<file path="src/rtl/param_memory_pkg.sv">
// Shared types and constants for the parametrised data memory.
// Holds the controller state encoding, request op encoding and latency bounds.
package param_memory_pkg;

    localparam int LATENCY_MIN = 1;
    localparam int LATENCY_MAX = 15;
    localparam int CNT_W       = 4;

    typedef enum logic [1:0] {
        ST_CLEAR,
        ST_IDLE,
        ST_BUSY,
        ST_DONE
    } state_t;

    typedef enum logic [1:0] {
        OP_READ,
        OP_WRITE,
        OP_ILLEGAL
    } op_t;

    function automatic op_t decode_op(input logic rd, input logic wr);
        if (rd && !wr) return OP_READ;
        if (!rd && wr) return OP_WRITE;
        return OP_ILLEGAL;
    endfunction

endpackage

</file>
<file path="src/rtl/param_memory_mem_array.sv">
// Storage array: one synchronous write port and one registered read port.
// No reset; contents are initialised by the owner's clear sweep.
module mem_array #(
    parameter int DATA_W = 8,
    parameter int ADDR_W = 7
) (
    input  logic              clk,
    input  logic              we,
    input  logic [ADDR_W-1:0] waddr,
    input  logic [DATA_W-1:0] wdata,
    input  logic [ADDR_W-1:0] raddr,
    output logic [DATA_W-1:0] rdata
);

    localparam int DEPTH = 2 ** ADDR_W;

    logic [DATA_W-1:0] r_mem [DEPTH];

    always_ff @(posedge clk) begin
        if (we) r_mem[waddr] <= wdata;
        rdata <= r_mem[raddr];
    end

endmodule

</file>
<file path="src/rtl/param_memory.sv">
// Handshaked single-port RAM: en/ready request protocol, programmable access
// latency, and a post-reset sweep that fills every word with INIT_VALUE.
//
// state    | meaning
// CLEAR    | sweeping INIT_VALUE into every word after reset
// IDLE     | waiting for en
// BUSY     | request captured, counting down latency
// DONE     | access complete, ready high until en drops
module param_memory
    import param_memory_pkg::*;
#(
    parameter int                DATA_W     = 8,
    parameter int                ADDR_W     = 7,
    parameter int                LATENCY    = 1,
    parameter logic [DATA_W-1:0] INIT_VALUE = '0
) (
    input  logic              clk,
    input  logic              rst,
    input  logic              en,
    input  logic              read,
    input  logic              write,
    input  logic [ADDR_W-1:0] address,
    input  logic [DATA_W-1:0] input_data,
    output logic [DATA_W-1:0] output_data,
    output logic              ready,
    output logic              err,
    output logic              busy
);

    generate
        if (LATENCY < LATENCY_MIN || LATENCY > LATENCY_MAX) begin : g_bad_latency
            $error("param_memory: LATENCY out of range 1..15");
        end
    endgenerate

    state_t            r_state, w_next;
    op_t               r_op;
    logic [ADDR_W-1:0] r_clr_addr, r_addr;
    logic [DATA_W-1:0] r_data, r_out;
    logic [CNT_W-1:0]  r_cnt;
    logic              r_err;

    logic              w_accept, w_fire, w_clr_we, w_we;
    logic [ADDR_W-1:0] w_waddr, w_raddr;
    logic [DATA_W-1:0] w_wdata, w_rdata;

    assign w_accept = (r_state == ST_IDLE) && en;
    assign w_fire   = (r_state == ST_BUSY) && (r_cnt == '0);
    assign w_clr_we = (r_state == ST_CLEAR);

    // Reset edge suppresses both the sweep write and any pending request write.
    assign w_we    = !rst && (w_clr_we || (w_fire && r_op == OP_WRITE));
    assign w_waddr = w_clr_we ? r_clr_addr : r_addr;
    assign w_wdata = w_clr_we ? INIT_VALUE : r_data;
    // Read port looks at the live address in IDLE so LATENCY=1 reads are ready in time.
    assign w_raddr = (r_state == ST_IDLE) ? address : r_addr;

    mem_array #(
        .DATA_W(DATA_W),
        .ADDR_W(ADDR_W)
    ) u_mem (
        .clk  (clk),
        .we   (w_we),
        .waddr(w_waddr),
        .wdata(w_wdata),
        .raddr(w_raddr),
        .rdata(w_rdata)
    );

    always_ff @(posedge clk) begin
        if (rst) r_state <= ST_CLEAR;
        else     r_state <= w_next;
    end

    always_comb begin
        w_next = r_state;
        case (r_state)
            ST_CLEAR: if (r_clr_addr == {ADDR_W{1'b1}}) w_next = ST_IDLE;
            ST_IDLE:  if (en) w_next = ST_BUSY;
            ST_BUSY:  if (r_cnt == '0) w_next = ST_DONE;
            ST_DONE:  if (!en) w_next = ST_IDLE;
            default:  w_next = ST_CLEAR;
        endcase
    end

    always_ff @(posedge clk) begin
        if (rst) begin
            r_clr_addr <= '0;
            r_cnt      <= '0;
            r_out      <= '0;
            r_err      <= 1'b0;
            r_addr     <= '0;
            r_data     <= '0;
            r_op       <= OP_READ;
        end else begin
            if (w_clr_we) r_clr_addr <= r_clr_addr + ADDR_W'(1);
            if (w_accept) begin
                r_addr <= address;
                r_data <= input_data;
                r_op   <= decode_op(read, write);
                r_cnt  <= CNT_W'(LATENCY - 1);
            end
            if (r_state == ST_BUSY && r_cnt != '0) r_cnt <= r_cnt - CNT_W'(1);
            if (w_fire) begin
                if (r_op == OP_READ)    r_out <= w_rdata;
                if (r_op == OP_ILLEGAL) r_err <= 1'b1;
            end
            if (r_state == ST_DONE && !en) r_err <= 1'b0;
        end
    end

    assign output_data = r_out;
    assign err         = r_err;
    assign ready       = (r_state == ST_DONE);
    assign busy        = (r_state == ST_CLEAR) || (r_state == ST_BUSY);

endmodule

</file>
<file path="config.mk">
export PLATFORM = sky130hd
export DESIGN_NAME = param_memory
export DESIGN_NICKNAME = d
export VERILOG_FILES = /design/src/rtl/param_memory_pkg.sv /design/src/rtl/param_memory_mem_array.sv /design/src/rtl/param_memory.sv
export SDC_FILE = /design/constraint.sdc
export NUM_CORES = 1
export LEC_CHECK = 0
export ABC_AREA = 1
export BUFFER_PORTS_ARGS = -buffer_cell sky130_fd_sc_hd__buf_2
export CAP_MARGIN = 20
export CORE_UTILIZATION = 65
export DETAILED_ROUTE_END_ITERATION = 10
export HOLD_SLACK_MARGIN = 0.02
export PLACE_DENSITY_LB_ADDON = 0.05
export SYNTH_ARGS = -nofsm -noshare
export SYNTH_HDL_FRONTEND = slang
export SYNTH_SLANG_ARGS = --single-unit
</file>
<file path="constraint.sdc">
create_clock -name clk -period 15.1 [get_ports clk]
set_clock_uncertainty 0.2 [all_clocks]
set_input_delay 1.51 -clock clk [delete_from_list [all_inputs] [get_ports clk]]
set_output_delay 1.51 -clock clk [all_outputs]
set_load 0.01 [all_outputs]
</file>
=== Word-level counts from Yosys, hierarchy flattened ===
Memory sizes are Yosys's and may differ from the RTL's. A register that Yosys moved wholly into a read port is not among the register bits.
Cells that the tools add are included.

* Bits in registers: 39
* Latch bits: 0
* Bits in writable memories: 1024
* ROM bits: 0
* Input port bits: 20
* Output and inout bits: 11
* Logic and storage cells: 67
* Memories kept: 1

* Add/sub/neg operators: 2
* Multipliers: 0
* Divide/modulo/power cells: 0
* Magnitude comparators: 0
* Eq/ne operators: 10
* Shift-type cells: 0
* Multiplexer cells: 23
* Bitwise logic cells: 0
* Reductions and logical operators: 23

{| class="wikitable"
|+ Memories
! name !! words !! bits a word !! read ports !! clocked after Yosys merged registers in !! wr ports !! line !! text
|-
| u_mem.r_mem || 128 || 8 || 1 || 1 || 1 || param_memory_mem_array.sv:17 || <nowiki>logic [DATA_W-1:0] r_mem [DEPTH];</nowiki>
|}

{| class="wikitable"
|+ Operators with widths
! cell !! number
|-
| $mux W2 || 8
|-
| $mux W7 || 2
|-
| $mux W1 || 9
|-
| $logic_and A1 B1 Y1 || 8
|-
| $mux W4 || 2
|-
| $mux W8 || 1
|-
| $pmux W2 S4 || 1
|-
| $add A7 B1 Y7 const B || 1
|-
| $eq A7 B7 Y1 const B || 1
|-
| $eq A2 B2 Y1 const B || 3
|-
| $eq A2 B1 Y1 const B || 2
|-
| $logic_not A1 Y1 || 4
|-
| $logic_not A2 Y1 || 2
|-
| $logic_not A4 Y1 || 1
|-
| $ne A2 B1 Y1 const B || 2
|-
| $ne A2 B2 Y1 const B || 2
|-
| $reduce_and A2 Y1 || 2
|-
| $reduce_and A4 Y1 || 1
|-
| $reduce_bool A4 Y1 || 1
|-
| $sub A4 B1 Y4 const B || 1
|-
| $logic_or A1 B1 Y1 || 2
|-
| $reduce_bool A2 Y1 || 1
|-
| $reduce_or A2 Y1 || 1
|}

=== Logic depth before layout (Yosys ltp) ===
* Depth in word-level cells: 10
* Gate-level depth with buffers: 18
* Mapped depth without buffers: 15

=== Modules after synthesis ===
From an unflattened synthesis, not the netlist that was laid out.

* Cells, all modules: 3858
* Area, all modules: 44094.8 µm²

{| class="wikitable"
|+ By module, submodules not included
! module !! times used !! cells each !! area each (µm²) !! sequential area each (µm²)
|-
| mem_array || 1 || 3575 || 42104.1 || 30909.6
|-
| param_memory || 1 || 283 || 1990.7 || 780.7
|}

=== Worst setup path after synthesis ===
No wires, ideal clock.

* Kind: reg2reg
* Start: register r_state[0]
* End: memory u_mem.r_mem[0][0] (data pin)
* Setup time: 804 ps
* Data arrival time: 4033 ps
* Data required time: 14096 ps
* Slack: 10063 ps
* Stages on the path, launching flop included: 6
* Path buffers: 2
* Period minus slack after synthesis: 5037 ps
* Cell sequence: dfxtp_1 > inv_1 > ha_1 > buf_2 > buf_1 > nor2_1

* Longest elaborated chain between the ends: 2

{| class="wikitable"
|+ RTL lines
! what !! line !! text
|-
| start, declared || param_memory.sv:36 || <nowiki>state_t r_state, w_next;</nowiki>
|-
| start signal, assigned || param_memory.sv:72 || <nowiki>else r_state <= w_next;</nowiki>
|-
| $logic_not A2 Y1 || param_memory.sv:49 || <nowiki>assign w_clr_we = (r_state == ST_CLEAR);</nowiki>
|-
| $mux W8 || param_memory.sv:54 || <nowiki>assign w_wdata = w_clr_we ? INIT_VALUE : r_data;</nowiki>
|-
| net u_mem.wdata[0] || param_memory_mem_array.sv:10 || <nowiki>input logic [DATA_W-1:0] wdata,</nowiki>
|-
| end, declared || param_memory_mem_array.sv:17 ||
|}

The timed path passes the listed nets, and every way through them passes these cells.

=== Worst setup path in the final report ===
* Start: register r_state[1]
* End: register u_mem.rdata[1], read port of u_mem.r_mem

* Longest elaborated chain between the ends: 2

{| class="wikitable"
|+ RTL lines
! what !! line !! text
|-
| $eq A2 B1 Y1 || param_memory.sv:56 || <nowiki>assign w_raddr = (r_state == ST_IDLE) ? address : r_addr;</nowiki>
|-
| $mux W7 || param_memory.sv:56 ||
|-
| end, declared || param_memory_mem_array.sv:12 || <nowiki>output logic [DATA_W-1:0] rdata</nowiki>
|}

Every way passes these cells.
A chain may end at the register's enable or synchronous reset.

==> results.md <==
- Fmax: between 150 and 200 MHz
- CTS clk-pin slew, worst paths: about 0.06 ns
- Layout filler cell count: just over 5000
- GRT Total Usage: 0.325
- Fin crit share: 0.420
- Die area: roughly 0.074 mm2
- Vias/cell: around 5.7
- Class of the worst hold path: flop to flop
- Post-synthesis cell area: roughly 0.047 mm2
- Commonest non-fill, non-tap cell in the layout: nand3_1
- Synth area leader: edfxtp_1
- Post-detailed-placement half-perimeter wirelength: around 64000 um
- Sequential cell area: 0.0317 mm2
- Setup violations, final: 0
- Maximum fanout along the worst path: 215
- Syn Inst Count: 4679
- Clk Latency, worst-skew pair: 0.67 ns
- Sink Count: roughly 1100
- Headroom to the max-slew limit: 0.0518
- Buffers on Ports: 30
- Antenna viol nets, final: 0
- First-pass GRT wire length: ~180000 um
- Starting density of the core: 0.660
- Max-cap check violation count: 0
- Root buffer cell: clkbuf_16
- Leak: about 21 nW
- Sequential area share after synthesis: 0.668
- Post-route insts no fill: about 5700
- Placed cell area: between 0.04 and 0.05 mm2
- VDD IR max: about 300 uV
- H-tree Lvls: 3
- Final #Nets: roughly 4600
- Top cell type's share of synthesized area: 0.648
- Critical setup path kind: flop to flop
- Area growth from synthesis to layout: 8.24%
- Worst-margin pin slew: about 1.4 ns
- Diodes inserted: 0
- Number of global-route vias before repair: between 20000 and 30000
- Critical path data required time: about 15 ns
- Distinct cells, synth: 31
- Hold Buf Count CTS: 0
- Row cnt: 98
- Avg Inst Size Synth: ~10 um2
- Most frequent cells in the layout: nand3_1, nand2_1, edfxtp_1, inv_1, nor2_1
- Post-Syn Nets: approximately 4700
- Area occupied by multi-input gates: around 0.011 mm2
- Die Span Y: 272 um
- Crit end category: flop
- Final Critical Period: 6.35 ns
- Top post-synthesis cells by area: edfxtp_1, nand3_1, nand2_1, inv_1, buf_2
- Post-CTS Setup Repair Bufs: 0
- Ports: 31
- Post-CTS Resized: 0
- Worst hold start: r_cnt[1]
- PwrDens: about 170 mW/mm2
- 1st-iter DRT viols: between 4000 and 5000
- Yosys warns: 0
- Status: completed
- Setup crit start kind: flop
- Pin count of the biggest net entering global routing: between 200 and 250
- Post-detailed-route wirelength per cell: around 21 um
- RD Place Congestion: about 0.86
- Worst r2r src: r_state[1]
- WHS: 0.264 ns
- Unrepaired setup endpoints after global routing: false
- Final wirelength: roughly 120000 um
- Clock tree buffer depth: 3
- Global route overflow: 0
- Slew Limit Fails: 0
- Share of cells above drive strength 1: 0.0521
- Initial antenna violation count: 2
- First-pass DRT Iterations: 8
- #FFs+latches synth: roughly 1100
- Worst setup slack after layout: between 8 and 9 ns
- CP arrival: roughly 6.7 ns
- Sum of negative setup slack: 0 ns
- Drt drc: 0
- TritonCTS clock tree: built
- Routed via count: between 30000 and 40000
- Worst setup path startpoint: r_state[1]
- Dpl ws: between 9 and 10 ns
- Dpl cells: 5455
- Die Span X: ~270 um
- Core Area: about 0.072 mm2
- Fin. Hold Viols: 0
- Fin area: between 0.05 and 0.06 mm2
- TritonCTS buffer count: ~110
## metrics by stage
| step | util | power, mW |
|---|---|---|
| finish | 0.715 | 8.67 |
| global route | 0.715 | 9.00 |
| CTS | 0.715 | 8.64 |
| detailed placement | 0.668 | 6.10 |
| global placement | 0.668 | 6.07 |
| floorplan | - | 5.23 |
## synthesized netlist by cell type (all sizes together)
| cell | count |
|---|---|
| nand2 | 1039 |
| xnor2 | 1 |
| dfxtp | 47 |
| nor3 | 9 |
| o21ai | 38 |
| nor2 | 182 |
| a21oi | 21 |
| a31oi | 1 |
| nand4 | 8 |
| ha | 8 |
| a211oi | 8 |
| clkinv | 1 |
| or2 | 1 |
| nand3b | 64 |
| nand3 | 1037 |
| nor3b | 1 |
| clkbuf | 18 |
| edfxtp | 1024 |
| buf | 231 |
| inv | 940 |
## layer usage
layer / track usage / share of wire / wire [um]
met1: 0.474 / 0.40 / 48200
met2: 0.504 / 0.46 / 55300
met3: 0.0521 / 0.10 / 12400
met4: 0.110 / 0.031 / 3750
met5: 0 / 0.00019 / 23
## final timing paths
kind              cells after the start  slack, ns              to
setup / recovery                     15       8.75  u_mem.rdata[1]
setup reg to reg                     15       8.75  u_mem.rdata[1]
hold / removal                        2       0.26        r_cnt[1]
hold reg to reg                       2       0.26        r_cnt[1]
## kinds of logic after synthesis
group,Yosys count,share of synthesized area
xor gates and xnor gates,1,0.000185
DFF,1071,0.668
adders and majority gates,8,0.00211
buffers and inverters,1190,0.102
AOI/OAI and AO/OA,68,0.00810
and+or+nand+nor,2341,0.219
## worst max-delay path: stages (launching register included)
cell	delay, ns
dfxtp_1	0.33
inv_1	0.11
ha_1	0.81
nand2_4	0.60
nand2_8	0.87
buf_4	0.80
buf_12	0.53
nand2_1	0.15
nand3_1	0.15
nand3_1	0.11
nand3_1	0.27
nand3_1	0.20
nand3_1	0.13
nand2_1	0.09
nand2_1	0.10
nand2_1	0.08
## power breakdown
part	switching, mW	total, mW	internal [mW]
combinational	2.01	2.67	0.664
clock	1.10	2.58	1.48
sequential	0.0327	3.42	3.39
## layout make-up
| cell class | instances | share of cell area |
|---|---|---|
| clock buffer | 145 | 0.0565 |
| multi-input combinational | 2418 | 0.215 |
| sequential | 1071 | 0.617 |
| tap | 950 | 0.0231 |
| timing repair buffer | 75 | 0.0107 |
| inverter | 941 | 0.0689 |
| clock inverter | 51 | 0.00909 |
## flip-flops by register name, summed over array words and instances, names as in the netlist
name and count:
r_addr 7, err 1, u_mem.r_mem 1024, output_data 8, r_cnt 4, r_data 8, u_mem.rdata 8, r_op 2
r_state 2, r_clr_addr 7
(Power assumes the default switching activity.)
